### config.mk
export PLATFORM = sky130hd
export DESIGN_NAME = fetch
export DESIGN_NICKNAME = d
export VERILOG_FILES = /design/src/rtl/fetch.sv
export SDC_FILE = /design/constraint.sdc
export NUM_CORES = 1
export LEC_CHECK = 0
export CORE_UTILIZATION = 55
export DETAILED_ROUTE_END_ITERATION = 8
export GPL_TIMING_DRIVEN = 0
export PLACE_DENSITY = 0.79
export SYNTH_ARGS = -nofsm -noshare
export SYNTH_HDL_FRONTEND = slang
export SYNTH_SLANG_ARGS = --single-unit
### constraint.sdc
create_clock -name cpu_clk -period 4.2 [get_ports cpu_clk]
set_clock_uncertainty 0.15 [all_clocks]
set_input_delay 0.42 -clock cpu_clk [delete_from_list [all_inputs] [get_ports cpu_clk]]
set_output_delay 0.42 -clock cpu_clk [all_outputs]
set_load 0.1 [all_outputs]
### src/rtl/fetch.sv
// Instruction fetch front end: imem req/ack into a prefetch FIFO, issues one or two words to decode.
// Optional FETCH_PERF_EN adds the bubble_cnt output (issue-bubble counter).
module fetch #(
   parameter int          DEPTH    = 4,
   parameter logic [15:0] RESET_PC = 16'h0000,
   parameter logic [15:0] EXT_MASK = 16'h0000,
   parameter logic [15:0] EXT_OP   = 16'hFFFF
) (
   input  logic        cpu_clk,
   input  logic        cpu_rst,
   output logic        imem_req,
   output logic [15:0] imem_addr,
   input  logic        imem_ack,
   input  logic [15:0] imem_data,
   input  logic        redirect,
   input  logic [15:0] redirect_pc,
   input  logic        stall,
   output logic [15:0] ins,
   output logic        ins_en,
   output logic [15:0] ext,
   output logic [15:0] ins_pc
`ifdef FETCH_PERF_EN
   ,
   output logic [15:0] bubble_cnt
`endif
);

   localparam int PW = $clog2(DEPTH);
   localparam int CW = PW + 1;

   typedef enum logic [1:0] {
      S_IDLE,
      S_REQ,
      S_DROP
   } state_t;

   state_t        state, state_n;
   logic [15:0]   fetch_pc, fpc_n, addr_n;
   logic [15:0]   word_q [DEPTH];
   logic [15:0]   addr_q [DEPTH];
   logic [PW-1:0] rd_ptr, wr_ptr, rd_nxt;
   logic [CW-1:0] count, count_n;
   logic [15:0]   head_w, head_a, next_w;
   logic          need_ext, issue1, issue2, issue, push, space;
   logic [1:0]    pop_n;

   assign imem_req = (state != S_IDLE);

   assign rd_nxt   = rd_ptr + 1'b1;
   assign head_w   = word_q[rd_ptr];
   assign head_a   = addr_q[rd_ptr];
   assign next_w   = word_q[rd_nxt];
   assign need_ext = ((head_w & EXT_MASK) == EXT_OP);

   assign issue2 = !redirect && !stall && need_ext
                 && (count >= CW'(2));
   assign issue1 = !redirect && !stall && !need_ext
                 && (count != '0);
   assign issue  = issue1 | issue2;
   assign push   = (state == S_REQ) && imem_ack && !redirect;

   always_comb begin
      pop_n = 2'd0;
      unique case (1'b1)
         issue2:  pop_n = 2'd2;
         issue1:  pop_n = 2'd1;
         default: pop_n = 2'd0;
      endcase
   end

   // net count after this cycle's push/pop; a flush wins
   assign count_n = redirect ? '0
                  : count + CW'(push) - CW'(pop_n);
   assign space   = (count_n < CW'(DEPTH));

   always_comb begin
      state_n = state;
      fpc_n   = fetch_pc;
      addr_n  = imem_addr;
      unique case (state)
         S_IDLE: begin
            if (redirect) begin
               fpc_n   = redirect_pc;
               addr_n  = redirect_pc;
               state_n = S_REQ;
            end else if (space) begin
               addr_n  = fetch_pc;
               state_n = S_REQ;
            end
         end
         S_REQ: begin
            if (redirect) begin
               fpc_n   = redirect_pc;
               state_n = imem_ack ? S_IDLE : S_DROP;
            end else if (imem_ack) begin
               fpc_n = fetch_pc + 16'd1;
               if (space) addr_n = fetch_pc + 16'd1;
               else state_n = S_IDLE;
            end
         end
         S_DROP: begin
            if (redirect) fpc_n = redirect_pc;
            if (imem_ack) state_n = S_IDLE;
         end
         default: state_n = S_IDLE;
      endcase
   end

   always_ff @(posedge cpu_clk) begin
      if (push) begin
         word_q[wr_ptr] <= imem_data;
         addr_q[wr_ptr] <= imem_addr;
      end
   end

   always_ff @(posedge cpu_clk) begin
      if (cpu_rst) begin
         state     <= S_IDLE;
         fetch_pc  <= RESET_PC;
         imem_addr <= RESET_PC;
         rd_ptr    <= '0;
         wr_ptr    <= '0;
         count     <= '0;
         ins       <= '0;
         ext       <= '0;
         ins_pc    <= RESET_PC;
         ins_en    <= 1'b0;
      end else begin
         state     <= state_n;
         fetch_pc  <= fpc_n;
         imem_addr <= addr_n;
         count     <= count_n;
         if (redirect) begin
            rd_ptr <= '0;
            wr_ptr <= '0;
         end else begin
            if (push) wr_ptr <= wr_ptr + 1'b1;
            rd_ptr <= rd_ptr + PW'(pop_n);
         end
         ins_en <= issue;
         if (issue) begin
            ins    <= head_w;
            ext    <= issue2 ? next_w : 16'h0000;
            ins_pc <= head_a;
         end
      end
   end

`ifdef FETCH_PERF_EN
   always_ff @(posedge cpu_clk) begin
      if (cpu_rst) begin
         bubble_cnt <= '0;
      end else if (!stall && !redirect && !issue
                   && bubble_cnt != 16'hFFFF) begin
         bubble_cnt <= bubble_cnt + 16'd1;
      end
   end
`endif

endmodule

==> parameters.txt <==
Parameter                              Value

Status
  Result of the run ... complete, but fails checks
  Failing checks ... DRC

Synthesis
  Synthesized area per cell ... 12.7 um2
  Post-synth design cell area ... 0.00841 mm2
  Arithmetic-cell share of the synthesized area counting full adders, half adders and majority gates ... 1.13%
  Flip-flop and latch count after synthesis ... 202
  Share of flip-flops with an asynchronous set or reset ... 0%
  Mux contribution to synthesized area ... 9.55%
  Leading cell types by total area after synthesis ... sky130_fd_sc_hd__edfxtp_1, sky130_fd_sc_hd__dfxtp_1, sky130_fd_sc_hd__mux4_2
  EDFF count, synth ... 128
  Synth area leader ... sky130_fd_sc_hd__edfxtp_1
  XOR/XNOR share of the synthesized area ... 0.833%
  Number of different library cells in the post-synthesis netlist ... 54
  Number of cells produced by synthesis ... 664
  Yosys Warn Count ... 0
  Post-synthesis simple-gate area fraction ... 10.8%
  Portion of the post-synthesis area used by sequential elements ... 63.3%
  Synth Area in Compound Gates ... 9.94%
  Dominant combinational cell family by area after synthesis ... simple AND/OR/NAND/NOR gates
  Dominant synthesized flop cell ... sky130_fd_sc_hd__edfxtp_1
  Area share of the largest cell type after synthesis ... 45.7%

Global routing
  Total gr overflow ... 0
  Global router's overall resource usage ... 26.6%
  Maximum number of pins on one net before global-route repair ... 33
  Initial antenna violation count ... 0
  Vias in the first global route ... 5926
  First-pass GRT wire length ... 32200 um

Critical path
  Nature of the critical path startpoint ... register
  Worst setup slack for register-to-register paths ... 240 ps
  WP data arrival ... 4210 ps
  Worst r2r path cells ... 14
  Worst-path fanout max ... 10
  Critical Setup Path Class ... register to register
  Crit path capture type ... register
  Worst path required time ... 4460 ps

STA
  Slew @ Worst Pin ... 1020 ps
  Number of max-slew violations in the final report ... 0
  Final-report setup violation count ... 0
  Maximum clock rate ... 0.253 GHz
  Relative slew slack ... 31.5%
  Share of the clock period used by the worst path after layout ... 94.2%
  Hold Worst Slack ... 303 ps
  Hold violation total from the final report ... 0
  Final period demand of the worst path ... 3960 ps

Final layout
  Fillcell total ... 1025
  Number of nets in the finished design ... 830
  Share of post-route cells with drive strength above 1 ... 13.9%
  Final standard cell utilization of the core ... 69.5%
  Area growth from synthesis to final layout ... 21.4%
  Diodes inserted ... 0
  Finished Layout Cells ... 984
  Post-route design area ... 0.0102 mm2

Pwr
  Worst voltage drop across the vdd grid ... 282 uV
  Overall power of the completed layout ... 4.51 mW
  Leakage power total ... 3.43 nW
  Ratio of total power to cell area ... 442 mW/mm2

Routing
  DRC Markers ... 10
  Number of DRC markers in iteration 0 ... 566
  Vias after detailed routing ... 5870
  Average vias per placed instance ... 5.97
  Average detailed-routed wire length per instance ... 20.8 um
  Wire length reported by the detailed router ... 20400 um
  Post-detailed-route count of antenna-violating nets ... 0
  Number of iterations in the first detailed-routing pass ... 7

Die
  DIE HEIGHT ... 126 um
  Floorplan die width ... 126 um
  Area enclosed by the die boundary ... 0.0158 mm2
  Initial Util ... 57.2%
  Core ar. ... 0.0147 mm2
  I/O pin count ... 103
  Number of placement rows ... 44

Placement
  Detail Placement HPWL ... 13200 um
  Area after detailed placement ... 0.00955 mm2
  Cell count after placement ... 948
  Number of I/O port buffers ... 85
  Placer's final routability congestion estimate ... 0.907

Clocking
  Clock tree from TritonCTS ... done
  Number of buffers inserted during clock tree synthesis ... 20
  Clock-pin slew of the registers on the worst-case setup and hold paths ... 60 ps
  Number of clock sinks ... 202
  H-tree lvl count ... 1
  Number of setup buffers added after CTS ... 0
  Buffer depth of the longest clock path ... 3
  Insertion delay of the later-clocked pin in the worst-skew pair ... 490 ps
  Root buffer cell ... sky130_fd_sc_hd__clkbuf_16

Worst hold path
  Hold WC Path Type ... register to register
  Cell depth of the worst hold path ... 2

Flow run
  Max Cap Viol ... 0
[stage by stage]
step           setup TNS, ps  setup WS, ps
2_1_floorplan              0           774
3_3_place_gp           -2930          -304
3_5_place_dp           -4130          -406
4_1_cts                    0          33.0
5_1_grt                -33.4         -25.8
6_report                   0           244
[critical path, stage by stage (launching register included)]
cell	delay (ps)
sky130_fd_sc_hd__dfxtp_1	370
sky130_fd_sc_hd__nor3_1	80
sky130_fd_sc_hd__or3_1	340
sky130_fd_sc_hd__clkbuf_1	210
sky130_fd_sc_hd__clkbuf_2	310
sky130_fd_sc_hd__nand2_1	140
sky130_fd_sc_hd__nand2_1	70
sky130_fd_sc_hd__ha_1	200
sky130_fd_sc_hd__fa_1	390
sky130_fd_sc_hd__xnor2_1	150
sky130_fd_sc_hd__xnor2_1	450
sky130_fd_sc_hd__o21a_1	300
sky130_fd_sc_hd__buf_2	310
sky130_fd_sc_hd__o211ai_1	210
sky130_fd_sc_hd__a21oi_1	170
[kinds of logic (layout without fill, tap and decap cells)]
group                      after synthesis  count (layout)
and+or+nand+nor                        195             195
AOI/OAI and AO/OA                      136             136
muxes                                   40              40
buffers and inverters                   75             196
DFF                                    202             202
other                                    1              16
xor gates and xnor gates                 8               8
adders and majority gates                7               7
[power breakdown]
part	leakage (nW)	total [mW]	internal, mW	switching [mW]
Combinational	1.34	0.565	0.162	0.404
Sequential	1.77	2.21	2.17	0.0465
Clock	0.324	1.73	1.00	0.728
Total	3.43	4.51	3.33	1.18
[layout make-up]
type                    count  area (um2)  area share, %
well taps                 184         230           2.25
flip-flops and latches    202        5330           52.2
repair buffers             85         851           8.33
plain buffers              67         342           3.35
multi-input cells         402        2790           27.3
inverters                   8        30.0          0.294
clock inverters             7        37.5          0.368
clock buffers              29         606           5.93
[flip-flops by register name, indices dropped and copies added, names as in the netlist]
name,cells
count,3
ins_en,1
addr_q,64
fetch_pc,16
word_q,64
ins,16
state,2
wr_ptr,2
rd_ptr,2
ins_pc,16
imem_addr,16
[layer usage]
layer,track usage (%),vias to the layer above,routed length [um]
met5,0,-,0
met4,8.32,0,372
met3,4.16,39,1460
met2,45.3,267,10300
met1,35.3,2901,8320
li1,-,2663,-
[worst paths after layout]
| check | from | endpoint |
|---|---|---|
| worst max-delay path | count[1]$_SDFF_PP0_ | imem_addr[9]$_SDFFE_PP0P_ |
| worst min-delay path | ins[3]$_SDFFE_PP0P_ | ins[3]$_SDFFE_PP0P_ |
| worst max register to register | count[1]$_SDFF_PP0_ | imem_addr[9]$_SDFFE_PP0P_ |
| worst min register to register | ins[3]$_SDFFE_PP0P_ | ins[3]$_SDFFE_PP0P_ |
[repair_timing]
item	in CTS	in global routing
gates resized for setup	1	4
hold buffers	0	0
endpoints found under the setup margin	3	10
[cell usage in the layout (no fill, tap or decap), types with 16 or more instances in the layout]
cell                              synthesis  layout
sky130_fd_sc_hd__nand2_1                109     109
sky130_fd_sc_hd__mux4_2                  32      32
sky130_fd_sc_hd__a21oi_1                 69      69
sky130_fd_sc_hd__buf_4                   19      19
sky130_fd_sc_hd__clkdlybuf4s50_1          0      85
sky130_fd_sc_hd__conb_1                   1      16
sky130_fd_sc_hd__dfxtp_1                 74      74
sky130_fd_sc_hd__clkbuf_1                34      35
sky130_fd_sc_hd__nor2_1                  23      23
sky130_fd_sc_hd__clkbuf_16                0      21
sky130_fd_sc_hd__edfxtp_1               128     128
[cell usage after synthesis (2+ instances only)]
library cell / count
sky130_fd_sc_hd__o31ai_1: 9
sky130_fd_sc_hd__nand3_1: 9
sky130_fd_sc_hd__nand2_1: 109
sky130_fd_sc_hd__edfxtp_1: 128
sky130_fd_sc_hd__a21oi_1: 69
sky130_fd_sc_hd__o22ai_1: 2
sky130_fd_sc_hd__o32ai_1: 3
sky130_fd_sc_hd__mux4_2: 32
sky130_fd_sc_hd__and3_1: 3
sky130_fd_sc_hd__mux2i_1: 6
sky130_fd_sc_hd__ha_1: 6
sky130_fd_sc_hd__nand3b_1: 4
sky130_fd_sc_hd__inv_1: 8
sky130_fd_sc_hd__nor2b_1: 4
sky130_fd_sc_hd__a21o_1: 3
sky130_fd_sc_hd__or2_2: 3
sky130_fd_sc_hd__o211ai_1: 9
sky130_fd_sc_hd__clkbuf_1: 34
sky130_fd_sc_hd__nor3_1: 8
sky130_fd_sc_hd__nor2_1: 23
sky130_fd_sc_hd__xnor2_1: 7
sky130_fd_sc_hd__dfxtp_1: 74
sky130_fd_sc_hd__mux2_2: 2
sky130_fd_sc_hd__o21ai_0: 13
sky130_fd_sc_hd__o22a_1: 3
sky130_fd_sc_hd__a2bb2oi_1: 2
sky130_fd_sc_hd__buf_4: 19
sky130_fd_sc_hd__o41ai_1: 3
sky130_fd_sc_hd__a22oi_1: 5
sky130_fd_sc_hd__a31oi_1: 3
sky130_fd_sc_hd__and2_1: 5
sky130_fd_sc_hd__o2111ai_1: 2
sky130_fd_sc_hd__a211o_1: 3
sky130_fd_sc_hd__nand4_1: 7
sky130_fd_sc_hd__buf_2: 13
sky130_fd_sc_hd__or3_1: 4
sky130_fd_sc_hd__and4_1: 4
sky130_fd_sc_hd__nand2b_1: 7
Power figures use the tool's default switching activity.
